### src/rtl/spi_slave_if.sv
// SPI slave endpoint: oversamples SCLK/SS_n/MOSI in the clk domain, full-duplex byte
// exchange with a one-deep TX holding register.
module spi_slave_if #(
    parameter int unsigned SPI_MODE    = 3,
    parameter int unsigned SYNC_STAGES = 2,
    parameter logic [7:0]  IDLE_BYTE   = 8'hFF
) (
    input  logic       clk,
    input  logic       rst,
    input  logic       i_SPI_Clk,
    input  logic       i_SS_n,
    input  logic       i_SPI_MOSI,
    output logic       o_SPI_MISO,
    output logic       o_MISO_En,
    input  logic [7:0] i_TX_Byte,
    input  logic       i_TX_DV,
    output logic       o_TX_Ready,
    output logic [7:0] o_RX_Byte,
    output logic       o_RX_DV,
    output logic       o_Frame_Err
);
    localparam int unsigned BYTE_W = 8;
    localparam int unsigned CNT_W  = 3;
    localparam logic CPOL = (SPI_MODE >= 2);
    localparam logic CPHA = ((SPI_MODE % 2) == 1);
    localparam logic SAMPLE_ON_RISE = (CPOL == CPHA);

    typedef enum logic [1:0] {S_IDLE, S_LOAD, S_ACTIVE} state_t;

    state_t state, state_nxt;

    logic [SYNC_STAGES-1:0] sclk_sync, ss_sync, mosi_sync;
    logic                   sclk_hist, ss_hist;
    logic                   sclk_s, ss_s, mosi_s;
    logic                   sclk_rise, sclk_fall, ss_fall;
    logic                   sample_ev, shift_ev, byte_done, reload, ending;
    logic [CNT_W-1:0]       bit_cnt, cnt_after;
    logic [BYTE_W-1:0]      rx_shift, tx_shift, hold_byte, next_tx;
    logic                   rx_full;

    // Input synchronisers; reset to the idle bus levels so no edge is seen out of reset
    always_ff @(posedge clk) begin
        if (rst) begin
            sclk_sync <= {SYNC_STAGES{CPOL}};
            ss_sync   <= '1;
            mosi_sync <= '0;
            sclk_hist <= CPOL;
            ss_hist   <= 1'b1;
        end else begin
            sclk_sync <= {sclk_sync[SYNC_STAGES-2:0], i_SPI_Clk};
            ss_sync   <= {ss_sync[SYNC_STAGES-2:0], i_SS_n};
            mosi_sync <= {mosi_sync[SYNC_STAGES-2:0], i_SPI_MOSI};
            sclk_hist <= sclk_sync[SYNC_STAGES-1];
            ss_hist   <= ss_sync[SYNC_STAGES-1];
        end
    end

    assign sclk_s    = sclk_sync[SYNC_STAGES-1];
    assign ss_s      = ss_sync[SYNC_STAGES-1];
    assign mosi_s    = mosi_sync[SYNC_STAGES-1];
    assign sclk_rise = sclk_s & ~sclk_hist;
    assign sclk_fall = ~sclk_s & sclk_hist;
    assign ss_fall   = ~ss_s & ss_hist;

    assign sample_ev = (state == S_ACTIVE) && (SAMPLE_ON_RISE ? sclk_rise : sclk_fall);
    assign shift_ev  = (state == S_ACTIVE) && (SAMPLE_ON_RISE ? sclk_fall : sclk_rise);
    assign ending    = (state == S_ACTIVE) && ss_s;
    assign byte_done = sample_ev && (bit_cnt == CNT_W'(7));
    assign cnt_after = sample_ev ? bit_cnt + CNT_W'(1) : bit_cnt;
    assign next_tx   = o_TX_Ready ? IDLE_BYTE : hold_byte;
    // CPHA=1 reloads on the 8th sample; CPHA=0 on the shift edge that follows it
    assign reload    = !ending && (CPHA ? byte_done : (shift_ev && (bit_cnt == '0)));

    always_ff @(posedge clk) begin
        if (rst) state <= S_IDLE;
        else     state <= state_nxt;
    end

    always_comb begin
        state_nxt = state;
        case (state)
            S_IDLE:   if (ss_fall) state_nxt = S_LOAD;
            S_LOAD:   state_nxt = S_ACTIVE;
            S_ACTIVE: if (ss_s) state_nxt = S_IDLE;
            default:  state_nxt = S_IDLE;
        endcase
    end

    // Shift datapath, TX holding register and registered outputs
    always_ff @(posedge clk) begin
        if (rst) begin
            bit_cnt     <= '0;
            rx_shift    <= '0;
            tx_shift    <= '0;
            hold_byte   <= '0;
            rx_full     <= 1'b0;
            o_SPI_MISO  <= 1'b0;
            o_MISO_En   <= 1'b0;
            o_TX_Ready  <= 1'b1;
            o_RX_Byte   <= '0;
            o_RX_DV     <= 1'b0;
            o_Frame_Err <= 1'b0;
        end else begin
            rx_full     <= 1'b0;
            o_RX_DV     <= rx_full;
            o_Frame_Err <= 1'b0;
            if (rx_full) o_RX_Byte <= rx_shift;
            if (i_TX_DV && o_TX_Ready) begin
                hold_byte  <= i_TX_Byte;
                o_TX_Ready <= 1'b0;
            end
            case (state)
                S_IDLE: begin
                    bit_cnt    <= '0;
                    o_MISO_En  <= 1'b0;
                    o_SPI_MISO <= 1'b0;
                end
                S_LOAD: begin
                    bit_cnt   <= '0;
                    o_MISO_En <= 1'b1;
                    if (!o_TX_Ready) o_TX_Ready <= 1'b1;
                    if (CPHA) begin
                        tx_shift <= next_tx;
                    end else begin
                        tx_shift   <= {next_tx[BYTE_W-2:0], 1'b0};
                        o_SPI_MISO <= next_tx[BYTE_W-1];
                    end
                end
                S_ACTIVE: begin
                    if (sample_ev) begin
                        rx_shift <= {rx_shift[BYTE_W-2:0], mosi_s};
                        bit_cnt  <= cnt_after;
                    end
                    rx_full <= byte_done;
                    if (ending) begin
                        o_Frame_Err <= (cnt_after != '0);
                        o_MISO_En   <= 1'b0;
                        o_SPI_MISO  <= 1'b0;
                        bit_cnt     <= '0;
                    end else if (reload) begin
                        if (!o_TX_Ready) o_TX_Ready <= 1'b1;
                        if (CPHA) begin
                            tx_shift <= next_tx;
                        end else begin
                            tx_shift   <= {next_tx[BYTE_W-2:0], 1'b0};
                            o_SPI_MISO <= next_tx[BYTE_W-1];
                        end
                    end else if (shift_ev) begin
                        o_SPI_MISO <= tx_shift[BYTE_W-1];
                        tx_shift   <= {tx_shift[BYTE_W-2:0], 1'b0};
                    end
                end
                default: ;
            endcase
        end
    end
endmodule
### config.mk
export PLATFORM = sky130hd
export DESIGN_NAME = spi_slave_if
export DESIGN_NICKNAME = d
export VERILOG_FILES = /design/src/rtl/spi_slave_if.sv
export SDC_FILE = /design/constraint.sdc
export NUM_CORES = 1
export LEC_CHECK = 0
export ABC_AREA = 1
export BUFFER_PORTS_ARGS = -buffer_cell sky130_fd_sc_hd__buf_2
export CORE_AREA = 2 2 86 88
export CTS_CLUSTER_SIZE = 24
export DETAILED_ROUTE_END_ITERATION = 8
export DIE_AREA = 0 0 88 90
export MAX_ROUTING_LAYER = met4
export PLACE_DENSITY = 0.45
export SYNTH_ARGS = -nofsm -noshare
export SYNTH_HDL_FRONTEND = slang
export SYNTH_SLANG_ARGS = --single-unit
### constraint.sdc
create_clock -name clk -period 2.5 [get_ports clk]
set_input_delay 0.125 -clock clk [delete_from_list [all_inputs] [get_ports clk]]
set_output_delay 0.125 -clock clk [all_outputs]
set_load 0.01 [all_outputs]
=== Yosys cells after proc, flatten, opt, wreduce, memory -nomap -nowiden ===
Index checks and enable logic that the tools add are counted.

* Eq/ne operators: 11
* Shift-type cells: 0
* Reductions and logical operators: 22
* Mux-type cells: 23
* Add/sub/neg operators: 1
* Bitwise operators: 8
* Multipliers: 0
* Divide/modulo/power cells: 0
* $lt $le $gt $ge: 0

{| class="wikitable"
|+ Operator list
! cell !! number
|-
| $mux W8 || 4
|-
| $pmux W8 S2 || 1
|-
| $ne A3 B3 Y1 const B || 4
|-
| $mux W3 || 3
|-
| $mux W1 || 8
|-
| $ne A2 B2 Y1 const B || 4
|-
| $reduce_and A2 Y1 || 4
|-
| $logic_and A1 B1 Y1 || 6
|-
| $pmux W2 S3 || 1
|-
| $pmux W3 S2 || 1
|-
| $reduce_and A3 Y1 || 2
|-
| $reduce_bool A2 Y1 || 3
|-
| $reduce_bool A3 Y1 || 2
|-
| $not A1 Y1 || 5
|-
| $mux W2 || 2
|-
| $pmux W1 S2 || 2
|-
| $reduce_or A2 Y1 || 2
|-
| $add A3 B1 Y3 const B || 1
|-
| $and A1 B1 Y1 || 3
|-
| $eq A3 B3 Y1 const B || 1
|-
| $pmux W1 S3 || 1
|-
| $reduce_or A3 Y1 || 1
|-
| $eq A2 B1 Y1 const B || 1
|-
| $eq A2 B2 Y1 const B || 1
|-
| 2 further kinds || 2
|}

* Logic and storage cells: 82
* Bits in writable memories: 0
* Memory bits (read-only): 0
* Bits of input ports: 14
* Memories kept: 0
* Latch bits: 0
* Register bits: 51

=== Depth between registers and ports, before layout ===
* Depth in word-level cells: 8
* Mapped depth: 11
* Gate-level depth less buffers: 11

=== Least setup slack after synthesis ===
Ideal clock, no wire load.

* Path type: register to register
* From: register state[0]
* To: register tx_shift[2]
* Buffers on the path: 0
* Data required time: 2.387 ns
* Stages on the path, launching flop included: 12
* Arrival time: 1.355 ns
* Slack: 1.032 ns
* Cells stage by stage: dfxtp_1 > inv_1 > ha_1 > nand2_1 > nor2_4 > nand3_4 > nand2_4 > nand2_1 > nand2_2 > nand2_1 > nand2_1 > nor2_1

* Word-level cells in the longest chain between the ends: 7

{| class="wikitable"
|+ RTL lines
! element !! RTL line !! RTL
|-
| start: declaration || 30 || <nowiki>state_t state, state_nxt;</nowiki>
|-
| start signal: assignment || 76 || <nowiki>else state <= state_nxt;</nowiki>
|-
| $eq A2 B2 Y1 || -- ||
|-
| $logic_and A1 B1 Y1 (on tied branches) || 67, 65 ||
|-
| $logic_not A1 Y1 / $logic_and A1 B1 Y1 (equally long branches) || 72, 68 ||
|-
| $logic_and A1 B1 Y1 || 72 || <nowiki>assign reload = !ending && (CPHA ? byte_done : (shift_ev && (bit_cnt == '0)));</nowiki>
|-
| $mux W8 || 140 || <nowiki>end else if (reload) begin</nowiki>
|-
| $mux W8 || 135 || <nowiki>if (ending) begin</nowiki>
|-
| $pmux W8 S2 || 112 || <nowiki>case (state)</nowiki>
|-
| end signal: assignment || 143 || <nowiki>tx_shift <= next_tx;</nowiki>
|-
| end signal: assignment || 145 || <nowiki>tx_shift <= {next_tx[BYTE_W-2:0], 1'b0};</nowiki>
|-
| end signal: assignment || 150 || <nowiki>tx_shift <= {tx_shift[BYTE_W-2:0], 1'b0};</nowiki>
|-
| end: declaration || 38 || <nowiki>logic [BYTE_W-1:0] rx_shift, tx_shift, hold_byte, next_tx;</nowiki>
|}

Parallel ways exist; a longest one is shown, timed or not. The select of a mux whose other input is x is not followed.
A chain may end at the register's enable or synchronous reset.

=== Worst setup path in the final report ===
* From: register state[0]
* To: register tx_shift[6]

Same word-level chain as after synthesis.

==> load_flow_metrics.sql <==
INSERT INTO impl_metrics (metric_group, metric, value, unit) VALUES
('run_status', 'outcome', 'completed', ''),
('setup_path', 'critPathCaptureType', 'flip-flop', ''),
('sta', 'timing_hold_violations_final', '0', ''),
('route', 'route.antenna.remaining_nets', '0', ''),
('setup_path', 'critical_path.startpoint', 'state[0]', ''),
('grt', 'global_route_wire_length_before_repair', '7580', 'um'),
('yosys', 'synth_fp_nets', '295', ''),
('grt', 'antenna_violations_before_repair', '0', ''),
('route', 'routed_wl', '4380', 'um'),
('sta', 'final_period_minus_worst_setup_slack', '2020', 'ps'),
('route', 'dr.pass1.iters', '4', ''),
('route', 'sum_of_met3_wire_segment_lengths_after_detailed_routing', '115', 'um'),
('sta', 'timing.max_slew.rel_slack', '0.633', ''),
('yosys', 'synthesis.area', '2060', 'um^2'),
('clock_tree', 'clk_pin_slew_worst_paths', '90', 'ps'),
('setup_path', 'cpMaxStageDelayCell', 'ha_1', ''),
('route', 'detail_route.vias_per_cell', '4.21', ''),
('grt', 'grt_overflow_total', '0', ''),
('cells_and_area', 'layout_common_cells', '74 x nor2_1, 51 x dfxtp_1, 47 x nand2_1, 30 x o21ai_0, 26 x buf_2', ''),
('clock_tree', 'cts-buffers-inserted', '5', ''),
('cells_and_area', 'syn_to_final_growth', '17.5', '%'),
('sta', 'slew_violations', '0', ''),
('floorplanning', 'initial_core_util', '0.293', ''),
('clock_tree', 'max-clock-path-buffers', '2', ''),
('place', 'buffer_ports.inserted', '26', ''),
('clock_tree', 'cts-htree-levels', '2', ''),
('route', 'detail_route.wirelength.met1', '2220', 'um'),
('floorplanning', 'rows', '31', ''),
('setup_path', 'reg2reg_from', 'state[0]', ''),
('place', 'post-dp-hpwl', '3120', 'um'),
('setup_path', 'worst-path-max-fanout', '14', ''),
('sta', 'setup_violations', '0', ''),
('pwr', 'fin_total_pwr', '2.29', 'mW'),
('route', 'wire_per_inst', '10.9', 'um'),
('pwr', 'cellInternalPower', '1.49', 'mW'),
('clock_tree', 'cts.root.buffer_cell', 'clkbuf_8', ''),
('cells_and_area', 'post_layout_nonfiller_instances', '403', ''),
('pwr', 'clock_power_share', '0.243', ''),
('setup_path', 'worstSetupStartpointType', 'flip-flop', ''),
('floorplanning', 'die_h', '90', 'um'),
('grt', 'grt_pass1_vias', '1634', ''),
('yosys', 'yosys_warns', '0', ''),
('setup_path', 'setup.worst_path.class', 'flip-flop to flip-flop', ''),
('cells_and_area', 'layout.nets', '324', ''),
('clock_tree', 'cts.repair.resized', '0', ''),
('pwr', 'power.share.combinational', '0.325', ''),
('setup_path', 'timing.rr.end', 'tx_shift[6]', ''),
('floorplanning', 'die_w', '88', 'um'),
('setup_path', 'max_stage_delay', '510', 'ps'),
('sta', 'finalHoldWorstSlack', '25.5', 'ps'),
('hold_path', 'worst_hold_path_type', 'primary input to flip-flop', ''),
('floorplanning', 'design.portCount', '27', ''),
('hold_path', 'min_from', 'i_SPI_MOSI', ''),
('route', 'detailroute.via_count', '1696', ''),
('grt', 'track_usage', '0.123', ''),
('pwr', 'leakage', '1.12', 'nW'),
('sta', 'grt_setup_unrepaired', 'false', ''),
('setup_path', 'reg2reg_slack', '480', 'ps'),
('cells_and_area', 'drive_gt1_frac', '0.155', ''),
('route', 'iter_0_drt_violations', '123', ''),
('sta', 'totalNegativeSetupSlack', '0', 'ps'),
('place', 'detailed_place.area', '2300', 'um^2'),
('cells_and_area', 'antenna-diode-count', '0', ''),
('sta', 'timing.final.crit_share', '0.807', ''),
('setup_path', 'cp.required', '2700', 'ps'),
('floorplanning', 'design.core.area', '7020', 'um^2'),
('hold_path', 'holdPathEnd', 'mosi_sync[0]', ''),
('grt', 'grt_max_degree', '29', ''),
('yosys', 'synth_cell_type_count', '26', ''),
('cells_and_area', 'mostFrequentLayoutCell', 'nor2_1', ''),
('clock_tree', 'clock-sinks', '51', '');
-- power by group through the flow --
| stage | clock (mW) | combinational, mW | sequential [mW] |
|---|---|---|---|
| after floorplan | 0 | 0.574 | 1.00 |
| after global placement | 0 | 0.757 | 1.01 |
| after detailed placement | 0 | 0.743 | 1.01 |
| after CTS | 0.581 | 0.752 | 0.990 |
| after global routing | 0.608 | 0.876 | 1.00 |
| final | 0.556 | 0.743 | 0.988 |
-- layout make-up --
| cell class | count | area, um^2 |
|---|---|---|
| fillers | 769 | 4600 |
| flip-flops and latches | 51 | 1020 |
| multi-input cells | 197 | 931 |
| repair buffers | 31 | 173 |
| well taps | 99 | 124 |
| clock buffers | 6 | 72.6 |
| inverters | 18 | 67.6 |
| clock inverters | 1 | 30.0 |
-- logic make-up after synthesis --
family	share of synthesized area
adder cells (fa/ha/maj)	0.0365
buffers and inverters	0.0517
AND/OR/NAND/NOR	0.304
flip-flops	0.496
AO/OA/AOI/OAI	0.112
-- flip-flops by register name (all words and copies together), names as in the netlist --
| signal | cells |
|---|---|
| state | 2 |
| bit_cnt | 3 |
| o_SPI_MISO | 1 |
| mosi_sync | 2 |
| sclk_sync | 2 |
| o_Frame_Err | 1 |
| hold_byte | 8 |
| o_MISO_En | 1 |
| rx_full | 1 |
| rx_shift | 8 |
| ss_sync | 2 |
| tx_shift | 8 |
| o_RX_Byte | 8 |
| o_TX_Ready | 1 |
| o_RX_DV | 1 |
| ss_hist | 1 |
| sclk_hist | 1 |
-- how the worst max path moves through the flow --
stage / end / slack (ps) / cells past startpoint
2_1_floorplan: tx_shift[2] / 1030 / 11
3_3_place_gp: bit_cnt[1] / 530 / 9
3_5_place_dp: bit_cnt[1] / 490 / 9
4_1_cts: bit_cnt[1] / 470 / 9
5_1_grt: tx_shift[6] / 230 / 11
6_report: tx_shift[6] / 480 / 11
-- cell usage after synthesis --
cell,count,area [um^2]
a21boi_0,1,7.51
a21oi_1,10,50.1
a31oi_1,1,6.26
buf_1,1,3.75
buf_2,4,20.0
clkbuf_1,4,15.0
clkinv_1,2,7.51
dfxtp_1,51,1020
ha_1,6,75.1
inv_1,15,56.3
inv_2,1,3.75
nand2_1,47,176
nand2_2,2,12.5
nand2_4,1,11.3
nand3_1,11,55.1
nand3_4,1,17.5
nand3b_1,2,15.0
nor2_1,74,278
nor2_2,1,6.26
nor2_4,1,11.3
nor3_1,1,5.00
nor4_1,2,12.5
o211ai_1,1,7.51
o21ai_0,30,150
o21ai_2,1,8.76
or2_2,4,25.0
-- stage by stage --
step | util | setup WS, ps
5_1_grt | 0.345 | 228
3_3_place_gp | 0.327 | 528
4_1_cts | 0.345 | 468
6_report | 0.345 | 482
3_5_place_dp | 0.327 | 488
2_1_floorplan | - | 1030
-- critical path, delay by kind of cell (launching register included) --
family	cells	cell delay [ps]
and+or+nand+nor	9	1000
adders and majority gates	1	510
DFF	1	340
buffers and inverters	1	80
-- routing by layer --
metal,up-vias,track usage
li1,929,-
met1,745,0.160
met2,18,0.188
met3,4,0.0285
met4,0,0.0385
met5,-,-
-- timing repair --
action | in CTS | in global routing
endpoints found under the setup margin | 0 | 0
setup buffers | 0 | 0
endpoints found under the hold margin | 2 | 0
hold buffers | 2 | 0
Note: power is estimated with default switching activity, not from simulation.
